==> src/rtl/keypad_scan_debounce.sv <==
// Keypad row scanner with column synchroniser and press/release debounce.
// Define KEYPAD_AUTOREPEAT_EN to re-strobe key_valid while a key is held.
module keypad_scan_debounce #(
    parameter int NUM_ROWS        = 4,
    parameter int NUM_COLS        = 4,
    parameter int SCAN_DWELL      = 4,
    parameter int DEBOUNCE_CYCLES = 8,
    parameter int REPEAT_DELAY    = 64,
    parameter int REPEAT_PERIOD   = 16
) (
    input  logic                                  clk,
    input  logic                                  reset,
    input  logic [NUM_COLS-1:0]                   cols,
    output logic [NUM_ROWS-1:0]                   rows,
    output logic [$clog2(NUM_ROWS*NUM_COLS)-1:0]  key_code,
    output logic                                  key_valid,
    output logic                                  key_held
);

    localparam int RW = $clog2(NUM_ROWS);
    localparam int CW = $clog2(NUM_COLS);
    localparam int KW = $clog2(NUM_ROWS*NUM_COLS);
    localparam int DW = $clog2(SCAN_DWELL);
    localparam int BW = $clog2(DEBOUNCE_CYCLES+1);

    typedef enum logic [2:0] {
        S_SCAN, S_DEBOUNCE, S_PRESSED, S_HOLD, S_RELEASE
    } state_e;

    state_e              state_q, state_d;
    logic [NUM_COLS-1:0] sync1_q, sync2_q;
    logic [RW-1:0]       row_q, row_d;
    logic [DW-1:0]       dwell_q, dwell_d;
    logic [CW-1:0]       col_q, col_d;
    logic [BW-1:0]       deb_q, deb_d;
    logic [KW-1:0]       code_q, code_d;

    logic [NUM_COLS-1:0] cols_s;
    logic [CW-1:0]       low_col;
    logic [RW-1:0]       row_next;
    logic                col_hi;
    logic                dwell_end;
    logic                deb_end;
    logic                rep_pulse;

    assign cols_s    = sync2_q;
    assign col_hi    = cols_s[col_q];
    assign row_next  = (row_q == RW'(NUM_ROWS-1)) ? '0 : row_q + 1'b1;
    assign dwell_end = (dwell_q == DW'(SCAN_DWELL-1));
    assign deb_end   = (deb_q == BW'(DEBOUNCE_CYCLES-1));

    // Lowest set column wins when several keys share the row.
    always_comb begin
        low_col = '0;
        for (int i = NUM_COLS-1; i >= 0; i--) begin
            if (cols_s[i]) low_col = CW'(i);
        end
    end

    always_comb begin
        state_d = state_q;
        row_d   = row_q;
        dwell_d = dwell_q;
        col_d   = col_q;
        deb_d   = deb_q;
        code_d  = code_q;
        unique case (state_q)
            S_SCAN: begin
                if (dwell_end) begin
                    dwell_d = '0;
                    if (|cols_s) begin
                        col_d   = low_col;
                        deb_d   = '0;
                        state_d = S_DEBOUNCE;
                    end else begin
                        row_d = row_next;
                    end
                end else begin
                    dwell_d = dwell_q + 1'b1;
                end
            end
            S_DEBOUNCE: begin
                if (!col_hi) begin
                    row_d   = row_next;
                    state_d = S_SCAN;
                end else if (deb_end) begin
                    code_d  = KW'(int'(row_q) * NUM_COLS + int'(col_q));
                    state_d = S_PRESSED;
                end else begin
                    deb_d = deb_q + 1'b1;
                end
            end
            S_PRESSED: state_d = S_HOLD;
            S_HOLD: begin
                if (!col_hi) begin
                    deb_d   = '0;
                    state_d = S_RELEASE;
                end
            end
            S_RELEASE: begin
                if (col_hi) begin
                    state_d = S_HOLD;
                end else if (deb_end) begin
                    row_d   = row_next;
                    state_d = S_SCAN;
                end else begin
                    deb_d = deb_q + 1'b1;
                end
            end
            default: state_d = S_SCAN;
        endcase
    end

    always_ff @(posedge clk or negedge reset) begin
        if (!reset) begin
            sync1_q <= '0;
            sync2_q <= '0;
            state_q <= S_SCAN;
            row_q   <= '0;
            dwell_q <= '0;
            col_q   <= '0;
            deb_q   <= '0;
            code_q  <= '0;
        end else begin
            sync1_q <= cols;
            sync2_q <= sync1_q;
            state_q <= state_d;
            row_q   <= row_d;
            dwell_q <= dwell_d;
            col_q   <= col_d;
            deb_q   <= deb_d;
            code_q  <= code_d;
        end
    end

`ifdef KEYPAD_AUTOREPEAT_EN
    localparam int RMAX = (REPEAT_DELAY > REPEAT_PERIOD) ? REPEAT_DELAY : REPEAT_PERIOD;
    localparam int RPW  = $clog2(RMAX+1);

    logic [RPW-1:0] rep_q, rep_d;
    logic           first_q, first_d;

    // Any exit from HOLD (including a release bounce) restarts the delay.
    always_comb begin
        rep_d     = rep_q;
        first_d   = first_q;
        rep_pulse = 1'b0;
        if (state_q != S_HOLD) begin
            rep_d   = '0;
            first_d = 1'b1;
        end else if (rep_q == (first_q ? RPW'(REPEAT_DELAY-1)
                                       : RPW'(REPEAT_PERIOD-1))) begin
            rep_d     = '0;
            first_d   = 1'b0;
            rep_pulse = col_hi;
        end else begin
            rep_d = rep_q + 1'b1;
        end
    end

    always_ff @(posedge clk or negedge reset) begin
        if (!reset) begin
            rep_q   <= '0;
            first_q <= 1'b1;
        end else begin
            rep_q   <= rep_d;
            first_q <= first_d;
        end
    end
`else
    assign rep_pulse = 1'b0;
`endif

    assign rows      = NUM_ROWS'(1) << row_q;
    assign key_code  = code_q;
    assign key_valid = (state_q == S_PRESSED) || rep_pulse;
    assign key_held  = (state_q == S_HOLD) || (state_q == S_RELEASE);

endmodule

==> config.mk <==
export PLATFORM = sky130hd
export DESIGN_NAME = keypad_scan_debounce
export DESIGN_NICKNAME = d
export VERILOG_FILES = /design/src/rtl/keypad_scan_debounce.sv
export SDC_FILE = /design/constraint.sdc
export NUM_CORES = 1
export LEC_CHECK = 0
export ABC_AREA = 1
export CORE_MARGIN = 4
export CORE_UTILIZATION = 30
export DETAILED_ROUTE_END_ITERATION = 16
export PLACE_DENSITY = 0.44
export SLEW_MARGIN = 20
export SYNTH_ARGS = -nofsm -noshare
export SYNTH_HDL_FRONTEND = slang
export SYNTH_SLANG_ARGS = --single-unit
==> constraint.sdc <==
create_clock -name clk -period 1.9 [get_ports clk]
set_clock_uncertainty 0.2 [all_clocks]
set_input_delay 0.285 -clock clk [delete_from_list [all_inputs] [get_ports clk]]
set_output_delay 0.285 -clock clk [all_outputs]
set_load 0.01 [all_outputs]
==> results of run 1 <==
metal layers:
layer	vias to the layer above	wire, microns	track usage
li1	539	-	-
met1	455	1170	0.120
met2	17	1200	0.168
met3	2	130	0.0297
met4	0	27	0.0302
met5	-	0	0
stage by stage:
step / std cells / total power, W / instance area [sq um] / hold WS (ns)
floorplan: 154 / 0.00155 / 1310 / -0.211
global placement: 221 / 0.00185 / 1540 / 0.132
detailed placement: 221 / 0.00185 / 1540 / 0.139
CTS: 230 / 0.00222 / 1620 / 0.163
global route: 231 / 0.00241 / 1630 / 0.167
finish: 231 / 0.00220 / 1630 / 0.160
final cells by class:
class,count,area [sq um]
clock inverter,1,7.51
clock buffer,3,41.3
sequential,25,626
timing repair buffer,23,206
fill,437,2490
tap,50,62.6
multi-input combinational,109,607
inverter,20,75.1
how the worst max path moves through the flow:
| stage | from | slack (ns) | endpoint | cells past startpoint |
|---|---|---|---|---|
| finish | row_q[1] | 0.04 | rows[2] | 4 |
| global route | row_q[1] | -0.005 | rows[2] | 4 |
| CTS | row_q[1] | 0.02 | rows[3] | 2 |
| detailed placement | state_q[2] | 0.18 | key_valid | 4 |
| global placement | state_q[2] | 0.22 | key_valid | 4 |
| floorplan | deb_q[0] | 0.41 | deb_q[3] | 9 |
cell families (layout without fill, tap and decap cells):
| family | after synthesis | in the layout | synth area share |
|---|---|---|---|
| AOI/OAI and AO/OA | 14 | 14 | 0.0574 |
| xor gates and xnor gates | 1 | 1 | 0.00670 |
| adders and majority gates | 6 | 6 | 0.0574 |
| buffers and inverters | 20 | 47 | 0.0574 |
| DFF | 25 | 25 | 0.478 |
| and+or+nand+nor | 88 | 88 | 0.343 |
worst max-delay path: stages, from the launching register on:
cell           delay [ns]
dfrtp_1              0.41
buf_4                0.14
buf_4                0.12
ha_1                 0.16
dlygate4sd2_1        0.28
repair_timing:
item                                    in CTS  in global routing
resized for setup                            6                  1
endpoints found under the setup margin       6                  2
buffers inserted                             5                  1
power by group:
part	internal, W	switching [W]	total [W]
logic	0.000452	0.000690	0.00114
clock network	0.000149	0.000176	0.000325
registers	0.000644	0.0000887	0.000733
flip-flops by register name, summed over array words and instances (netlist names):
register	flops
cols_s	4
deb_q	4
key_code	4
sync1_q	4
state_q	3
col_q	2
dwell_q	2
row_q	2
Yosys cell counts, types with 2 or more instances:
cell / count
nand3_2: 3
o21ai_0: 6
nor2_2: 3
nand2_2: 5
o21ai_1: 3
inv_2: 4
nand2_1: 46
ha_1: 6
inv_1: 16
nor2_1: 10
nand3_1: 15
dfrtp_1: 25
nand3_4: 2
nor2_4: 2
a21oi_1: 3
==> impl_metrics.json, run 1 <==
{
  "drt-wirelength-per-cell_microns": 10.9,
  "ys.flop_type": "dfrtp_1",
  "cts_tree": "done",
  "grt_max_degree": 26,
  "initial_core_util": 0.318,
  "cts_root_buf": "clkbuf_8",
  "path_clk_slew_ns": 0.09,
  "grt_util_all_layers": 0.0987,
  "power_density_mw_per_mm2": 1350,
  "cts_buffer_depth": 2,
  "synth.distinct_cells": 20,
  "insertion_delay_ns": 0.27,
  "cts_buffers": 3,
  "fin_ws_ns": 0.0372,
  "num_vias": 1013,
  "h-tree-depth": 1,
  "finalSetupViolCount": 0,
  "slew_viol_final": 0,
  "layout_common_cells": "46 x nand2_1, 25 x dfrtp_1, 15 x inv_1, 15 x nand3_1, 10 x nor2_1",
  "ys_warn_count": 0,
  "yosysTopAreaCellShare": 0.478,
  "drv_cap": 0,
  "io_pins": 16,
  "cts_hold_buf": 0,
  "fmax_mhz": 537,
  "holdPathEnd": "cols_s[3]",
  "path_max_fanout": 3,
  "antenna_found_initial": 0,
  "crit_type": "flop to output port",
  "die_x_microns": 74.0,
  "min_from": "sync1_q[3]",
  "drt_iter0_markers": 46,
  "utilization": 0.395,
  "cts_sinks": 25,
  "fin_tns_setup_ns": 0,
  "design.core.area_sq_mm": 0.00412,
  "num_antenna_cells": 0,
  "whs_path_depth": 0,
  "vdd_drop_max_mv": 0.484,
  "grt_pass1_vias": 953,
  "critPathLaunchType": "flop",
  "dr.pass1.iters": 5,
  "ys_seq_area_frac": 0.478,
  "r2r-start": "deb_q[0]",
  "p_leak_nw": 0.868,
  "final_common_cell": "nand2_1",
  "reg2regPathDepth": 8,
  "final_layout_size_suffix_gt1_frac": 0.182,
  "grt_overflow": 0,
  "worst_pin_slew_ns": 0.321,
  "syn_nets": 166,
  "final_nets": 194,
  "rows": 23,
  "die_h_microns": 74.0,
  "max_slew_margin": 0.786,
  "period_share": 0.980,
  "synth_cells": 154,
  "synth.area.top_cells": "dfrtp_1 48%, nand2_1 13%, ha_1 5.7%, nand3_1 5.7%, inv_1 4.6%",
  "io_buffers": 15,
  "regToRegEndpoint": "row_q[0]",
  "syn_to_final_growth_pct": 24.3,
  "syn_area_per_cell_sq_um": 8.49,
  "drcViolationCount": 0,
  "rrSetupSlack_ns": 0.25,
  "hold_viol": 0,
  "ant_nets": 0,
  "vias_per_cell": 4.39,
  "hold_class": "flop to flop",
  "synth-edff-count": 0,
  "status": "completed",
  "layout_min_cycle_time_ns": 1.86,
  "synth_top_area_cell": "dfrtp_1",
  "dp_slack_ns": 0.180,
  "die-area_sq_mm": 0.00548,
  "gp_congestion": 0.845,
  "ys_ff_latch": 25,
  "grt_pass1_wl_microns": 4110,
  "crit_path_end_kind": "output port",
  "routed_wirelength_microns": 2530,
  "netlist_area_sq_mm": 0.00131,
  "async_reset_ff_frac": 1.00,
  "critPathRequiredTime_ns": 1.41,
  "cp.arrival_ns": 1.38,
  "hpwl_microns": 1920
}
Note: power is estimated with default switching activity, not from simulation.
==> run 2: changes to the inputs <==
ABC_CLOCK_PERIOD_IN_PS = 1900   (was unset)
GPL_TIMING_DRIVEN = 0   (was unset)
==> run 2 against run 1 <==
Net effect: sequential cell count unchanged; largest cell class unchanged; count of clock-buffer cells in the layout unchanged; cell area decreased by 1.5%; register-to-register slack got worse by 0.02 ns; die area unchanged; setup slack improved by 0.063 ns; fmax increased by 3.5%; highest routed layer unchanged; sequential share of layout area increased by 0.73 points.
==> impl_metrics.json, run 2 (synthesis results as in run 1) <==
{
  "crit_type": "flop to output port",
  "wl_met1_microns": 1070,
  "hold_class": "flop to flop",
  "hold_viol": 0,
  "die-area_sq_mm": 0.00548,
  "reg2regPathDepth": 8,
  "slew_viol_final": 0,
  "final_nets": 191,
  "ant_nets": 0,
  "path_max_fanout": 3,
  "grt_max_degree": 26,
  "max_slew_margin": 0.629,
  "worst_pin_slew_ns": 0.557,
  "critPathLaunchType": "flop",
  "met3_length_microns": 134,
  "antenna_found_initial": 0,
  "p_leak_nw": 0.848,
  "status": "completed",
  "layout_min_cycle_time_ns": 1.80,
  "die_h_microns": 74.0,
  "drt-wirelength-per-cell_microns": 11.1,
  "power_density_mw_per_mm2": 1360,
  "vias_per_cell": 4.52,
  "placed_area_sq_mm": 0.00152,
  "grt_pass1_vias": 1061,
  "drt_iter0_markers": 32,
  "num_antenna_cells": 0,
  "whs_path_depth": 0,
  "path_clk_slew_ns": 0.09,
  "io_buffers": 15,
  "fin_total_pwr_w": 0.00217,
  "regToRegEndpoint": "row_q[0]",
  "cts_buffer_depth": 2,
  "io_pins": 16,
  "rrSetupSlack_ns": 0.23,
  "dr.pass1.iters": 4,
  "final_common_cell": "nand2_1",
  "vdd_drop_max_mv": 0.416,
  "grt_overflow": 0,
  "drcViolationCount": 0,
  "r2r-start": "deb_q[0]",
  "gp_congestion": 0.839,
  "hpwl_microns": 1990,
  "syn_to_final_growth_pct": 22.5,
  "layout_common_cells": "45 x nand2_1, 23 x dfrtp_1, 15 x inv_1, 15 x nand3_1, 10 x nor2_1",
  "fmax_mhz": 556,
  "stdcell_area_sq_mm": 0.00160,
  "initial_core_util": 0.318,
  "die_x_microns": 74.0,
  "drv_cap": 0,
  "cts_sinks": 25,
  "holdPathEnd": "cols_s[0]",
  "rows": 23,
  "cts_root_buf": "clkbuf_8",
  "fill_cells": 424,
  "cts_tree": "done",
  "min_from": "sync1_q[0]",
  "grt_util_all_layers": 0.110,
  "final_layout_size_suffix_gt1_frac": 0.191,
  "dr_wl_met2_microns": 1310,
  "fin_tns_setup_ns": 0,
  "crit_path_end_kind": "output port",
  "routed_wirelength_microns": 2540,
  "rsz0062_at_grt": "false",
  "whs_ns": 0.155,
  "design.core.area_sq_mm": 0.00412,
  "num_vias": 1031,
  "utilization": 0.389,
  "period_share": 0.947,
  "finalSetupViolCount": 0,
  "h-tree-depth": 1,
  "top_layer": "met4",
  "cp.arrival_ns": 1.31,
  "insertion_delay_ns": 0.27,
  "critPathRequiredTime_ns": 1.41,
  "grt_pass1_wl_microns": 4680,
  "cts_buffers": 3
}
[run 2: timing repair]
action,CTS,global route
pin swaps,0,0
hold endpoints to repair,25,0
hold buffers,1,0
gates resized for setup,9,3
endpoints found under the setup margin,6,2
setup buffers,3,1
[run 2: how the worst max path moves through the flow]
stage | start | to | slack, ns | depth (start not counted)
global placement | reset | deb_q[2] | 0.003 | 1
CTS | row_q[1] | rows[3] | 0.002 | 2
floorplan | deb_q[0] | deb_q[3] | 0.41 | 9
detailed placement | state_q[1] | key_held | 0.11 | 4
global route | deb_q[0] | row_q[0] | 0.02 | 8
finish | row_q[1] | rows[0] | 0.10 | 4
[run 2: worst max-delay path, cell delays in order, from the launching register on]
cell and delay [ns]:
dfrtp_1 0.41, buf_4 0.14, inv_1 0.09, ha_1 0.15, dlygate4sd2_1 0.26
[run 2: cell type report]
type                    instances  area [sq um]  area share
clock inverters                 1          7.51     0.00469
inverters                      20          75.1      0.0469
clock buffers                   3          41.3      0.0258
repair buffers                 20           178       0.111
well taps                      50          62.6      0.0391
multi-input cells             109           609       0.380
flip-flops and latches         25           628       0.392
[run 2: power by group]
part / total, W / internal [W] / switching [W]
combinational: 0.00113 / 0.000429 / 0.000697
clock: 0.000318 / 0.000149 / 0.000170
sequential: 0.000730 / 0.000647 / 0.0000828
total: 0.00217 / 0.00122 / 0.000950
[run 2: stage by stage]
step,std cells,setup slack [ns]
final,228,0.101
after CTS,227,0.00162
after global routing,228,0.0200
after floorplan,154,0.405
after detailed placement,219,0.115
after global placement,219,0.00255
[run 2: metal layers]
metal / global-route usage / up-vias
li1: - / 536
met3: 0.0284 / 4
met5: 0 / -
met2: 0.201 / 20
met4: 0.0262 / 0
met1: 0.127 / 471
